## config.mk

```make
export PLATFORM = sky130hd
export DESIGN_NAME = irq_controller_flat
export DESIGN_NICKNAME = d
export VERILOG_FILES = /design/src/rtl/irq_controller_if.sv /design/src/rtl/irq_controller.sv /design/src/flat_wrapper.sv
export SDC_FILE = /design/constraint.sdc
export NUM_CORES = 1
export LEC_CHECK = 0
export BUFFER_PORTS_ARGS = -buffer_cell sky130_fd_sc_hd__buf_4
export CELL_PAD_IN_SITES_DETAIL_PLACEMENT = 1
export CELL_PAD_IN_SITES_GLOBAL_PLACEMENT = 1
export CORE_MARGIN = 2
export CORE_UTILIZATION = 25
export CTS_CLUSTER_DIAMETER = 100
export CTS_CLUSTER_SIZE = 40
export DETAILED_ROUTE_END_ITERATION = 8
export PLACE_DENSITY = 0.8
export SLEW_MARGIN = 20
export SYNTH_ARGS = -nofsm -noshare
export SYNTH_HDL_FRONTEND = slang
export SYNTH_SLANG_ARGS = --single-unit
```

## constraint.sdc

```tcl
create_clock -name clk_i -period 3.32 [get_ports clk_i]
set_clock_uncertainty 0.15 [all_clocks]
set_input_delay 0 -clock clk_i [delete_from_list [all_inputs] [get_ports clk_i]]
set_output_delay 0 -clock clk_i [all_outputs]
set_load 0.01 [all_outputs]
```

## src/rtl/irq_controller_if.sv

```systemverilog
// Signal bundle between the interrupt controller and the core/CSR side.
// The master side drives device requests and core status; the controller is the slave.
interface irq_controller_if #(
    parameter int NUM_IRQ = 16
);
    logic [NUM_IRQ-1:0] irq_req_i;
    logic [31:0]        mie_i;
    logic               exception_i;
    logic               mret_i;
    logic               stall_i;
    logic               irq_o;
    logic [31:0]        irq_cause_o;
    logic [NUM_IRQ-1:0] irq_ret_o;
    logic               busy_o;

    modport master (
        output irq_req_i, mie_i, exception_i, mret_i, stall_i,
        input  irq_o, irq_cause_o, irq_ret_o, busy_o
    );

    modport slave (
        input  irq_req_i, mie_i, exception_i, mret_i, stall_i,
        output irq_o, irq_cause_o, irq_ret_o, busy_o
    );
endinterface

```

## src/rtl/irq_controller.sv

```systemverilog
// Fixed-priority machine-mode interrupt controller: latches device requests,
// raises one trap at a time towards the CSR block and acknowledges the source on mret.
module irq_controller #(
    parameter int NUM_IRQ    = 16,
    parameter int MIE_OFFSET = 16
) (
    input  logic              clk_i,
    input  logic              rst_i,
    irq_controller_if.slave   bus
);
    localparam int IDX_W = (NUM_IRQ > 1) ? $clog2(NUM_IRQ) : 1;

    localparam logic [1:0] IDLE    = 2'd0;
    localparam logic [1:0] TRAP    = 2'd1;
    localparam logic [1:0] SERVICE = 2'd2;
    localparam logic [1:0] EXC     = 2'd3;

    logic [1:0]         state_q;
    logic [1:0]         state_d;
    logic [NUM_IRQ-1:0] pend_q;
    logic [NUM_IRQ-1:0] eligible;
    logic [NUM_IRQ-1:0] ret_vec;
    logic [IDX_W-1:0]   idx_q;
    logic [IDX_W-1:0]   idx_d;
    logic [IDX_W-1:0]   winner;
    logic               any_eligible;

    // Requests are latched unmasked; mie only gates which ones may be selected.
    always_comb begin
        eligible = '0;
        for (int k = 0; k < NUM_IRQ; k++) begin
            eligible[k] = pend_q[k] & bus.mie_i[MIE_OFFSET + k];
        end
    end

    // Scanning downwards lets the lowest eligible index overwrite the rest.
    always_comb begin
        winner       = '0;
        any_eligible = |eligible;
        for (int k = NUM_IRQ - 1; k >= 0; k--) begin
            if (eligible[k]) begin
                winner = IDX_W'(k);
            end
        end
    end

    always_comb begin
        state_d = state_q;
        idx_d   = idx_q;
        case (state_q)
            IDLE: begin
                if (bus.exception_i) begin
                    state_d = EXC;
                end else if (any_eligible) begin
                    state_d = TRAP;
                    idx_d   = winner;
                end
            end
            TRAP: begin
                if (!bus.stall_i) begin
                    state_d = SERVICE;
                end
            end
            SERVICE: begin
                if (bus.mret_i) begin
                    state_d = IDLE;
                end
            end
            EXC: begin
                if (bus.mret_i) begin
                    state_d = IDLE;
                end
            end
            default: state_d = IDLE;
        endcase
    end

    always_comb begin
        ret_vec = '0;
        for (int k = 0; k < NUM_IRQ; k++) begin
            ret_vec[k] = (state_q == SERVICE) && bus.mret_i && (idx_q == IDX_W'(k));
        end
    end

    // The acknowledge doubles as the pending-clear, so clear beats a same-cycle set.
    always_ff @(posedge clk_i) begin
        if (rst_i) begin
            state_q <= IDLE;
            pend_q  <= '0;
            idx_q   <= '0;
        end else begin
            state_q <= state_d;
            pend_q  <= (pend_q | bus.irq_req_i) & ~ret_vec;
            idx_q   <= idx_d;
        end
    end

    assign bus.irq_o       = (state_q == TRAP);
    assign bus.irq_cause_o = (state_q == TRAP)
                           ? (32'h8000_0000 | (32'(MIE_OFFSET) + 32'(idx_q)))
                           : 32'h0;
    assign bus.irq_ret_o   = ret_vec;
    assign bus.busy_o      = (state_q != IDLE);
endmodule
```

## src/flat_wrapper.sv

```systemverilog
// flat-port wrapper written by rule: the top's interface ports become plain ports
module irq_controller_flat 
#(
    parameter int NUM_IRQ    = 16,
    parameter int MIE_OFFSET = 16
)
  (clk_i, rst_i, bus_irq_req_i, bus_mie_i, bus_exception_i, bus_mret_i, bus_stall_i, bus_irq_o, bus_irq_cause_o, bus_irq_ret_o, bus_busy_o);
  irq_controller_if #(.NUM_IRQ(NUM_IRQ)) bus_i ();
  input  logic clk_i;
  input  logic rst_i;
  input wire logic [$bits(bus_i.irq_req_i)-1:0] bus_irq_req_i;
  input wire logic [$bits(bus_i.mie_i)-1:0] bus_mie_i;
  input wire logic [$bits(bus_i.exception_i)-1:0] bus_exception_i;
  input wire logic [$bits(bus_i.mret_i)-1:0] bus_mret_i;
  input wire logic [$bits(bus_i.stall_i)-1:0] bus_stall_i;
  output wire logic [$bits(bus_i.irq_o)-1:0] bus_irq_o;
  output wire logic [$bits(bus_i.irq_cause_o)-1:0] bus_irq_cause_o;
  output wire logic [$bits(bus_i.irq_ret_o)-1:0] bus_irq_ret_o;
  output wire logic [$bits(bus_i.busy_o)-1:0] bus_busy_o;
  assign bus_i.irq_req_i = bus_irq_req_i;
  assign bus_i.mie_i = bus_mie_i;
  assign bus_i.exception_i = bus_exception_i;
  assign bus_i.mret_i = bus_mret_i;
  assign bus_i.stall_i = bus_stall_i;
  assign bus_irq_o = bus_i.irq_o;
  assign bus_irq_cause_o = bus_i.irq_cause_o;
  assign bus_irq_ret_o = bus_i.irq_ret_o;
  assign bus_busy_o = bus_i.busy_o;
  irq_controller #(.NUM_IRQ(NUM_IRQ), .MIE_OFFSET(MIE_OFFSET)) u_core (.clk_i(clk_i), .rst_i(rst_i), .bus(bus_i));
endmodule
```

**Word level (Yosys, flattened, before mapping)**

Cells that the tools add are included.

- Memory bits (writable): 0
- Memories kept: 0
- Memory bits (read-only): 0
- Bits in latches: 0
- Bits of input ports: 53
- Word-level logic and storage cells: 91
- Register bits: 22
- Output and inout bits: 50

- Order comparisons: 0
- Reduce and logical (&&, ||, !) cells: 24
- Divide/modulo/power cells: 0
- Mux-type cells: 22
- $mul: 0
- Equal/unequal tests: 21
- Add/sub/neg operators: 1
- Shift-type cells: 0
- Bitwise operators: 20

Operators by type and width:

| operator | number |
|---|---|
| $mux W4 | 16 |
| $eq A4 B4 Y1 const B | 8 |
| $mux W32 | 1 |
| $logic_and A1 B1 Y1 | 17 |
| $and A1 B1 Y1 | 16 |
| $and A16 B16 Y16 | 1 |
| $eq A4 B3 Y1 const B | 4 |
| $not A16 Y16 | 1 |
| $or A16 B16 Y16 | 1 |
| $reduce_or A16 Y1 | 1 |
| $eq A4 B2 Y1 const B | 2 |
| $mux W2 | 4 |
| $add A5 B4 Y6 const A | 1 |
| $pmux W2 S3 | 1 |
| $reduce_and A3 Y1 | 2 |
| $eq A2 B2 Y1 const B | 2 |
| $eq A4 B1 Y1 const B | 1 |
| $logic_not A4 Y1 | 1 |
| $ne A3 B2 Y1 const B | 1 |
| $eq A2 B1 Y1 const B | 1 |
| $logic_not A2 Y1 | 1 |
| $ne A2 B1 Y1 const B | 1 |
| $ne A2 B2 Y1 const B | 1 |
| $reduce_bool A2 Y1 | 1 |
| 2 further kinds | 2 |

**Logic depth before layout (Yosys ltp)**

Gate-level depths: netlist of run 1.

- Word-level depth: 17
- Depth in mapped cells: 6
- Depth with buffers taken out: 5

**Worst setup path before layout of run 1**

Ideal clock, no wire load.

- Path type: register to register
- Start point: reg u_core.state_q[0]
- End point: reg u_core.pend_q[4]
- Period minus slack after synthesis: 1,519 ps
- Stages on the path, launching flop included: 6
- Arrival time: 1,237 ps
- Required time: 3,038 ps
- Library setup time: 132 ps
- Slack: 1,801 ps
- Buffers on the path: 1
- Cells stage by stage: dfxtp_1 buf_6 nand3b_4 or3_1 nor2_1 nor3_1

- Longest elaborated chain between the ends: 5

Ends and longest elaborated chain:

| item | RTL line | text |
|---|---|---|
| start, declared | irq_controller.sv:18 | `logic [1:0] state_q;` |
| start signal, assigned | irq_controller.sv:92 | `state_q <= state_d;` |
| $eq A2 B2 Y1 | irq_controller.sv:81 | `ret_vec[k] = (state_q == SERVICE) && bus.mret_i && (idx_q == IDX_W'(k));` |
| $logic_and A1 B1 Y1 (2 in series) | irq_controller.sv:81 |  |
| named net bus_irq_ret_o[4] | flat_wrapper.sv:18 | `output wire logic [$bits(bus_i.irq_ret_o)-1:0] bus_irq_ret_o;` |
| $not A16 Y16 | irq_controller.sv:93 | `pend_q <= (pend_q \| bus.irq_req_i) & ~ret_vec;` |
| $and A16 B16 Y16 | irq_controller.sv:93 |  |
| end signal, assigned | irq_controller.sv:93 |  |
| end, declared | irq_controller.sv:20 | `logic [NUM_IRQ-1:0] pend_q;` |

The timed path passes the listed nets, and every way through them passes these cells.
A chain may end at the register's enable or synchronous reset.

**Worst setup path in the final report of run 1**

- Start point: reg u_core.state_q[0]
- End point: reg u_core.state_q[1]

- Longest elaborated chain between the ends: 4
- Elaborated cells between the ends (all ways): 10
- Those cells by class: eq/ne: 6; mux: 1; reduce/logical: 3

Ends and longest elaborated chain:

| item | RTL line | text |
|---|---|---|
| $eq A2 B2 Y1 | irq_controller.sv:50 | `case (state_q)` |
| $reduce_or A2 Y1 (no source line) | n/a |  |
| $ne A2 B1 Y1 (no source line) | n/a |  |
| $reduce_and A3 Y1 (no source line) | n/a |  |

Parallel ways exist; a longest one is shown, timed or not.

==> results of run 1 <==
[area by class of cell]
cell class | instances | area (um^2)
Clock buffer | 3 | 41.3
Clock inverter | 1 | 30.0
Fill cell | 686 | 3190
Inverter | 3 | 11.3
Multi-Input combinational cell | 146 | 772
Sequential cell | 22 | 440
Tap cell | 72 | 90.1
Timing Repair Buffer | 98 | 831
[logic make-up (layout without fill, tap and decap cells)]
logic type,count (synthesis),after routing,share of synthesized area
AO/OA/AOI/OAI,36,36,0.190
buffers and inverters,37,105,0.188
flip-flops,22,22,0.320
other,1,26,0.00272
AND/OR/NAND/NOR,84,84,0.300
[per-stage QoR]
stage / cell area [um^2] / setup slack [ns] / std cells
2_1_floorplan: 1470 / 1.80 / 205
3_3_place_gp: 1760 / 1.66 / 303
3_5_place_dp: 1760 / 1.62 / 303
4_1_cts: 2220 / 0.987 / 345
5_1_grt: 2220 / 0.874 / 345
6_report: 2220 / 0.985 / 345
[flip-flops by register name, summed over array words and instances (netlist names)]
| name | cells |
|---|---|
| u_core.state_q | 2 |
| u_core.pend_q | 16 |
| u_core.idx_q | 4 |
[worst register-to-register path, cell delays in order, from the launching register on]
cell and delay [ns]:
dfxtp_1 0.53, nor2_1 0.12, a211oi_1 0.22, a21oi_1 0.06, dlygate4sd3_1 0.57, nor2_1 0.08
dlygate4sd3_1 0.55
[power breakdown]
part / internal (mW) / switching [mW]
Sequential: 0.286 / 0.0311
Combinational: 0.117 / 0.0935
Clock: 0.161 / 0.0980
[repair_timing]
| action | 4_1_cts | 5_1_grt |
|---|---|---|
| hold buffers | 38 | 0 |
| setup buffers | 0 | 0 |
| endpoints found under the hold margin | 22 | 0 |
[cells in the mapped netlist]
master / instances
nand4_1: 2
conb_1: 1
a22o_1: 2
a22oi_1: 9
inv_1: 3
nand2b_1: 2
o21ai_2: 1
nor2b_1: 2
nand3b_4: 1
buf_4: 28
a31oi_1: 4
and2_1: 4
a21oi_1: 6
or2_2: 1
or3_1: 2
o21ai_0: 1
nand3_1: 2
dfxtp_1: 22
nor3_2: 1
nor2_1: 33
a32oi_1: 1
o211ai_1: 2
a222oi_1: 1
o31ai_1: 1
a32o_1: 2
clkbuf_1: 4
a211oi_1: 3
o41ai_1: 1
nor3_1: 19
nand2_1: 13
a21o_1: 2
or2b_1: 1
buf_6: 2
nor3_4: 1
[worst max path at each step]
| stage | startpoint | endpoint | slack [ns] | depth (start not counted) |
|---|---|---|---|---|
| 2_1_floorplan | u_core.state_q[0] | u_core.pend_q[4] | 1.80 | 5 |
| 3_3_place_gp | u_core.state_q[1] | u_core.pend_q[8] | 1.66 | 4 |
| 3_5_place_dp | u_core.state_q[1] | u_core.pend_q[4] | 1.62 | 4 |
| 4_1_cts | u_core.state_q[0] | u_core.state_q[1] | 0.99 | 6 |
| 5_1_grt | u_core.state_q[0] | u_core.state_q[1] | 0.87 | 6 |
| 6_report | u_core.state_q[0] | u_core.state_q[1] | 0.99 | 6 |
[per-layer routing]
| layer | routed length (um) | track usage | share of wire | vias up |
|---|---|---|---|---|
| met5 | 0 | 0 | 0 | - |
| met3 | 293 | 0.0241 | 0.063 | 6 |
| li1 | - | - | - | 765 |
| met2 | 2350 | 0.280 | 0.50 | 60 |
| met4 | 54 | 0.0456 | 0.012 | 0 |
| met1 | 1970 | 0.184 | 0.42 | 730 |
==> flow_summary_export.csv, run 1 <==
group,metric,value,unit
critical_path,worstPathRequired,3.38,ns
routing,vias_per_cell,4.52,
power_and_ir_drop,power,786,uW
global_route,grt_pass1_vias,1596,
sta,layout_min_cycle_time,2.33,ns
clock_network,postCtsResizedCells,0,
die,die_area,6120,um^2
power_and_ir_drop,vdd_drop_max,0.000224,V
cells_and_area,utilization,0.410,
hold_path,hold_class,"in2reg",
clock_network,clk_root_buffer_cell,"clkbuf_8",
sta,setup_tns,0,ns
die,die_y,78.2,um
critical_path,crit_arrival,2.40,ns
critical_path,cp_max_fo,9,
global_route,gr-total-overflow,0,
sta,rsz0062_at_grt,"false",
global_route,antenna_found_initial,0,
clock_network,cts_tree,"yes",
hold_path,hp-start,"bus_mret_i",
routing,ant_nets,0,
critical_path,cp-start-kind,"register",
critical_path,path_cells,"nor2_1, a211oi_1, a21oi_1, dlygate4sd3_1, nor2_1, dlygate4sd3_1",
die,initial_utilization,0.255,
global_route,grt_usage,0.153,
synth,synth_seq_area_share,0.320,
power_and_ir_drop,power_density,355,nW/um^2
sta,period_share,0.703,
synth,netlist_top_cells_area,"dfxtp_1 32%, buf_4 15%, nor2_1 9.0%, nor3_1 6.9%, a22oi_1 4.9%",
cells_and_area,final_common_cell,"buf_4",
sta,setup_viol,0,
critical_path,max_stage_delay,0.57,ns
synth,synth_area,1380,um^2
critical_path,r2r_setup_slack,0.99,ns
synth,syn_area_per_cell,7.65,um^2
outcome,outcome,"finished, final reports clean",
routing,dr.pass1.iters,4,
placed_design,place_congestion,0.786,
critical_path,worst_setup_path_end_kind,"register",
critical_path,timing.rr.end,"u_core.state_q[1]",
placed_design,hpwlAfterDp,3390,um
critical_path,worstSetupPathType,"reg2reg",
clock_network,h-tree-depth,1,
hold_path,whs_path_depth,4,
cells_and_area,diodes,0,
die,core,5410,um^2
placed_design,placement.io_buffers,60,
routing,vias,1561,
die,io_pins,103,
synth,yosysTopAreaCell,"dfxtp_1",
synth,ys_ff_latch,22,
critical_path,crit_path_top_delay_cell,"dlygate4sd3_1",
global_route,grt_start_max_net_pins,24,
sta,max_freq,428,MHz
critical_path,timing.rr.start,"u_core.state_q[0]",
power_and_ir_drop,leakage,1.03,nW
clock_network,cts_sinks,22,
critical_path,critPathTopFamily,"buffers and inverters",
cells_and_area,syn_to_final_growth,60.9,%
critical_path,r2r_cells,6,
routing,drc_errors,0,
sta,hold_slack,0.0267,ns
clock_network,cts_made_buffers,3,
die,die_x,78.2,um
clock_network,path_clk_slew,0.08,ns
routing,drt-total-wl,4670,um
synth,synth_cell_type_count,34,
synth,synthCells,180,
critical_path,crit_buf_inv,2,
global_route,grt_pass1_wl,7450,um
flow_run,cap_violations,0,
die,row_count,27,
synth,synth_top_area_frac,0.320,
sta,slew_viol_final,0,
cells_and_area,num-nets-final,327,
routing,drtIter0Drc,31,
hold_path,whs_endpoint,"u_core.state_q[0]",
clock_network,cts_buffer_depth,2,
sta,hold_violations,0,
routing,wl_per_cell,13.5,um
cells_and_area,drive_above_1_share,0.253,
clock_network,clk-insertion-delay-late,0.27,ns
synth,ys_warn_count,0,
cells_and_area,layout_common_cells,"60 x buf_4, 38 x dlygate4sd3_1, 33 x nor2_1, 26 x conb_1, 22 x dfxtp_1",
(Power assumes the default switching activity.)
==> inputs of run 2 (changes only) <==
- ABC_AREA: unset -> 1
- PLACE_DENSITY: 0.8 -> 0.84
- clock period: 3.32 -> 2.4 ns (I/O delays scaled with it)
==> flow_summary_export.csv, run 2 <==
group,metric,value,unit
clock_network,postCtsResizedCells,0,
critical_path,cp_max_fo,5,
global_route,grt_usage,0.149,
routing,drt-total-wl,4420,um
power_and_ir_drop,power_density,552,nW/um^2
synth,netlist_top_cells_area,"dfxtp_1 33%, buf_4 16%, nor2_1 13%, nand2_1 13%, o21ai_0 6.0%",
clock_network,path_clk_slew,0.09,ns
die,io_pins,103,
cells_and_area,fillCellCount,676,
clock_network,h-tree-depth,1,
flow_run,cap_violations,0,
die,core,5110,um^2
die,row_count,26,
cells_and_area,layout_common_cells,"60 x buf_4, 47 x nor2_1, 45 x nand2_1, 26 x conb_1, 25 x dlygate4sd3_1",
synth,ys_ff_latch,22,
clock_network,cts_made_buffers,3,
cells_and_area,diodes,0,
sta,hold_violations,0,
synth,synth_mux_area_frac,0,
placed_design,dp.cells,328,
synth,synthCells,203,
sta,hold_slack,0.00272,ns
placed_design,placement.io_buffers,60,
sta,period_share,0.874,
global_route,gr-total-overflow,0,
cells_and_area,drive_above_1_share,0.268,
die,die_x,77.0,um
cells_and_area,final_common_cell,"buf_4",
placed_design,place_area,1750,um^2
sta,setup_tns,0,ns
synth,synthTopCellsByCount,"47 x nor2_1, 45 x nand2_1, 28 x buf_4, 22 x dfxtp_1, 16 x o21ai_0",
cells_and_area,top_register,"u_core.pend_q",
placed_design,hpwlAfterDp,3190,um
synth,yosys_most_used_dff,"dfxtp_1",
cells_and_area,num-nets-final,341,
sta,tightest_slew,0.622,ns
sta,rsz0062_at_grt,"false",
synth,yosysTopAreaCell,"dfxtp_1",
placed_design,place_congestion,0.752,
critical_path,worstPathRequired,2.41,ns
synth,yosysMostFrequentCell,"nor2_1",
critical_path,worst_setup_path_end_kind,"register",
routing,dr.pass1.iters,4,
sta,slew_headroom,0.585,
sta,layout_min_cycle_time,2.10,ns
die,die_area,5930,um^2
global_route,grt_pass1_wl,6980,um
routing,ant_nets,0,
power_and_ir_drop,vdd_drop_max,0.000192,V
synth,synth-edff-count,0,
synth,syn_area_per_cell,6.56,um^2
synth,synth_simple_gate_area_share,0.333,
synth,synth-xor-area-share,0,
synth,synthAdderAreaFrac,0,
global_route,antenna_found_initial,0,
routing,drtIter0Drc,28,
placed_design,detailedPlace.worstSlack,0.799,ns
cells_and_area,design_area,2050,um^2
power_and_ir_drop,power,1.13,mW
outcome,outcome,"finished, final reports clean",
synth,synth_seq_area_share,0.331,
cells_and_area,reg_top3,"u_core.pend_q x16, u_core.idx_q x4, u_core.state_q x2",
routing,wl_per_cell,12.4,um
hold_path,hold_class,"in2reg",
cells_and_area,utilization,0.402,
sta,setup_viol,0,
clock_network,cts_buffer_depth,2,
cells_and_area,syn_to_final_growth,54.0,%
routing,drc_errors,0,
clock_network,clk-insertion-delay-late,0.26,ns
synth,synth_top_family_by_area,"simple AND/OR/NAND/NOR gates",
die,die_y,77.0,um
cells_and_area,final_cells,357,
routing,vias_per_cell,4.13,
global_route,grt_start_max_net_pins,21,
synth,synth_area,1330,um^2
critical_path,cp-start-kind,"input port",
synth,ys_warn_count,0,
sta,setup_slack,0.302,ns
routing,vias,1476,
synth,synth_cell_type_count,21,
die,initial_utilization,0.261,
critical_path,worstSetupPathType,"in2reg",
sta,slew_viol_final,0,
sta,max_freq,477,MHz
clock_network,cts_tree,"yes",
power_and_ir_drop,leakage,1.06,nW
synth,synth_top_area_frac,0.331,
synth,async_flop_share,0,
synth,synth_compound_area_frac,0.131,
global_route,grt_pass1_vias,1484,
critical_path,crit_arrival,2.11,ns
cells_and_area,largest_reg_flops,16,
clock_network,clk_root_buffer_cell,"clkbuf_8",
clock_network,cts_sinks,22,
## run 2: cell count changes in the layout (fill, tap and decap cells not counted), moves of 3 or more
cell	before	now
nor2_1	33	47
nand2_2	0	7
inv_1	3	13
o21ai_0	1	16
a31oi_1	4	1
nand2_1	13	45
a22oi_1	9	0
nor3_1	19	0
and2_1	4	0
dlygate4sd3_1	38	25
## run 2: final timing paths
path,start,cells after the start,slack (ns),to
max,bus_mie_i[17],13,0.30,u_core.idx_q[0]
min,bus_mie_i[18],6,0.003,u_core.idx_q[2]
max reg2reg,u_core.state_q[0],10,0.32,u_core.idx_q[0]
min reg2reg,u_core.pend_q[9],2,0.37,u_core.pend_q[9]
## run 2: what timing repair did
item | 4_1_cts | 5_1_grt
hold buffers | 25 | 0
setup buffers | 0 | 0
hold endpoints to repair | 22 | 0
## run 2: final cells by class
| class | count | area, um^2 | share of cell area |
|---|---|---|---|
| flip-flops and latches | 22 | 440 | 0.215 |
| inverters | 14 | 52.6 | 0.0256 |
| repair buffers | 85 | 701 | 0.342 |
| well taps | 70 | 87.6 | 0.0427 |
| clock buffers | 4 | 55.1 | 0.0268 |
| multi-input cells | 162 | 714 | 0.348 |
## run 2: power by group
part           internal (mW)  leakage [nW]  total, mW  switching, mW
registers              0.410         0.184      0.449         0.0393
logic                  0.178         0.845      0.403          0.226
clock network          0.146        0.0288      0.280          0.133
## run 2: critical path, cell delays in order
cell           delay (ns)
dlygate4sd3_1        0.53
buf_4                0.13
nand2_2              0.06
nand2_1              0.07
nor2_1               0.15
nand2_1              0.09
nand2_1              0.10
nand2_1              0.14
inv_1                0.11
a21oi_2              0.03
nand2_1              0.09
a21oi_2              0.06
dlygate4sd3_1        0.55
## run 2: routing by layer
metal / part of all wire / vias to the layer above / GRT usage
met2: 0.55 / 43 / 0.304
li1: - / 750 / -
met4: 0.0027 / 0 / 0.0268
met1: 0.40 / 681 / 0.160
met5: 0 / - / 0
met3: 0.045 / 2 / 0.0212
## run 2: cells by family (layout without fill, tap and decap cells)
group / Yosys count / after routing
simple gates: 106 / 106
buf+inv: 44 / 103
compound gates: 30 / 30
flops: 22 / 22
other cells: 1 / 26
==> inputs of run 3 (changes only) <==
--- a/constraint.sdc
+++ b/constraint.sdc
@@ -4,2 +4,2 @@
 set_output_delay 0 -clock clk_i [all_outputs]
-set_load 0.01 [all_outputs]
+set_load 0.05 [all_outputs]
==> flow_summary_export.csv, run 3 (same netlist as run 2, synthesis figures left out) <==
group,metric,value,unit
global_route,antenna_found_initial,0,
clock_network,postCtsResizedCells,0,
global_route,gr-total-overflow,0,
cells_and_area,syn_to_final_growth,50.0,%
die,io_pins,103,
die,core,5110,um^2
cells_and_area,final_common_cell,"buf_4",
routing,vias_per_cell,4.08,
routing,ant_nets,0,
hold_path,whs_path_depth,6,
hold_path,hp-start,"bus_mie_i[19]",
sta,hold_violations,0,
clock_network,cts_tree,"yes",
sta,tightest_slew,0.613,ns
global_route,grt_pass1_wl,6520,um
sta,setup_viol,0,
clock_network,h-tree-depth,1,
cells_and_area,num-nets-final,337,
critical_path,worst_setup_path_end_kind,"register",
power_and_ir_drop,leakage,1.03,nW
cells_and_area,largest_reg_flops,16,
clock_network,cts_made_buffers,3,
clock_network,clk_root_buffer_cell,"clkbuf_8",
cells_and_area,reg_top3,"u_core.pend_q x16, u_core.idx_q x4, u_core.state_q x2",
global_route,grt_start_max_net_pins,21,
sta,slew_viol_final,0,
cells_and_area,top_register,"u_core.pend_q",
sta,rsz0062_at_grt,"false",
placed_design,place_area,1750,um^2
cells_and_area,drive_above_1_share,0.270,
power_and_ir_drop,power,1.25,mW
die,die_area,5930,um^2
clock_network,path_clk_slew,0.08,ns
routing,vias,1435,
routing,wl_per_cell,11.7,um
critical_path,path_cells,"nand2_1, inv_1, nand2_1, nand2_1, nand2_1, nand2_1, nand2_1, nand2_1, nand2_1, nand2_1, nand2_1, nand2_1, nand2_1, nand2_1, nand2_1, nand2_1, nand2_1, a21oi_2, dlygate4sd3_1",
clock_network,clk-insertion-delay-late,0.27,ns
global_route,grt_pass1_vias,1421,
critical_path,timing.rr.start,"u_core.pend_q[15]",
critical_path,max_stage_delay,0.55,ns
critical_path,cp-start-kind,"register",
placed_design,hpwlAfterDp,3220,um
sta,setup_slack,0.345,ns
power_and_ir_drop,power_density,625,nW/um^2
critical_path,crit_arrival,2.12,ns
sta,period_share,0.856,
critical_path,worstSetupPathType,"reg2reg",
critical_path,r2r_setup_slack,0.34,ns
critical_path,timing.rr.end,"u_core.idx_q[0]",
hold_path,hold_class,"in2reg",
critical_path,worstPathRequired,2.46,ns
critical_path,r2r_cells,19,
clock_network,cts_sinks,22,
sta,layout_min_cycle_time,2.06,ns
die,initial_utilization,0.261,
clock_network,postCtsSetupRepairBufs,0,
die,row_count,26,
placed_design,place_congestion,0.749,
routing,drtIter0Drc,42,
sta,max_freq,487,MHz
routing,dr.pass1.iters,4,
outcome,outcome,"finished, final reports clean",
clock_network,cts_buffer_depth,2,
critical_path,crit_top_cell,"nand2_1",
sta,setup_tns,0,ns
hold_path,whs_endpoint,"u_core.idx_q[2]",
cells_and_area,design_area,2000,um^2
critical_path,cp_max_fo,2,
die,die_x,77.0,um
power_and_ir_drop,vdd_drop_max,0.000266,V
cells_and_area,layout_common_cells,"60 x buf_4, 47 x nor2_1, 45 x nand2_1, 26 x conb_1, 22 x dfxtp_1",
sta,slew_headroom,0.591,
routing,drc_errors,0,
critical_path,crit_path_top_delay_cell,"dlygate4sd3_1",
cells_and_area,diodes,0,
placed_design,placement.io_buffers,60,
flow_run,cap_violations,0,
die,die_y,77.0,um
global_route,grt_usage,0.135,
placed_design,detailedPlace.worstSlack,0.751,ns
routing,drt-total-wl,4110,um
[run 3: changes by cell type in the layout (fill, tap and decap cells not counted)]
cell           change
dlygate4sd3_1      -4
clkbuf_8           -1
[run 3: layout make-up]
type	instances	area, um^2
timing repair buffer	81	661
multi-input combinational	162	714
clock buffer	3	41.3
fill	687	3110
sequential	22	440
inverter	14	52.6
tap	70	87.6
[run 3: metal layers]
metal / share of wire / up-vias / global-route usage
met3: 0.065 / 2 / 0.0341
met4: 0.0017 / 0 / 0.0107
li1: - / 739 / -
met1: 0.41 / 648 / 0.150
met5: 0 / - / 0
met2: 0.53 / 46 / 0.267
[run 3: worst max path at each step]
stage | from | endpoint | cells after the start
2_1_floorplan | u_core.state_q[0] | bus_irq_cause_o[0] | 4
3_3_place_gp | u_core.state_q[1] | bus_irq_ret_o[9] | 5
3_5_place_dp | u_core.state_q[1] | bus_irq_ret_o[13] | 5
4_1_cts | u_core.pend_q[15] | u_core.idx_q[0] | 19
5_1_grt | u_core.pend_q[15] | u_core.idx_q[0] | 19
6_report | u_core.pend_q[15] | u_core.idx_q[0] | 19
[run 3: power by group]
part	total [mW]	switching, mW	internal, mW
logic	0.562	0.387	0.175
clock network	0.239	0.127	0.112
registers	0.448	0.0381	0.410
total	1.25	0.552	0.697
[run 3: repair_timing]
action / 4_1_cts / 5_1_grt
endpoints found under the setup margin: 0 / 0
hold endpoints to repair: 20 / 0
hold buffers: 21 / 0
[run 3: worst max-delay path: cells and delay by family (launching register included)]
| family | cells | cell delay, ns |
|---|---|---|
| buffers and inverters | 2 | 0.60 |
| AND/OR/NAND/NOR | 16 | 0.84 |
| AO/OA/AOI/OAI | 1 | 0.10 |
| flip-flops | 1 | 0.34 |
[run 3: per-stage QoR]
| stage | util | hold slack (ns) | std cells |
|---|---|---|---|
| after global routing | 0.391 | 0.0205 | 352 |
| after global placement | 0.342 | 0.0398 | 328 |
| after floorplan | - | -0.0876 | 228 |
| final | 0.391 | 0.00780 | 352 |
| after detailed placement | 0.342 | 0.0455 | 328 |
| after CTS | 0.391 | 0.000663 | 352 |
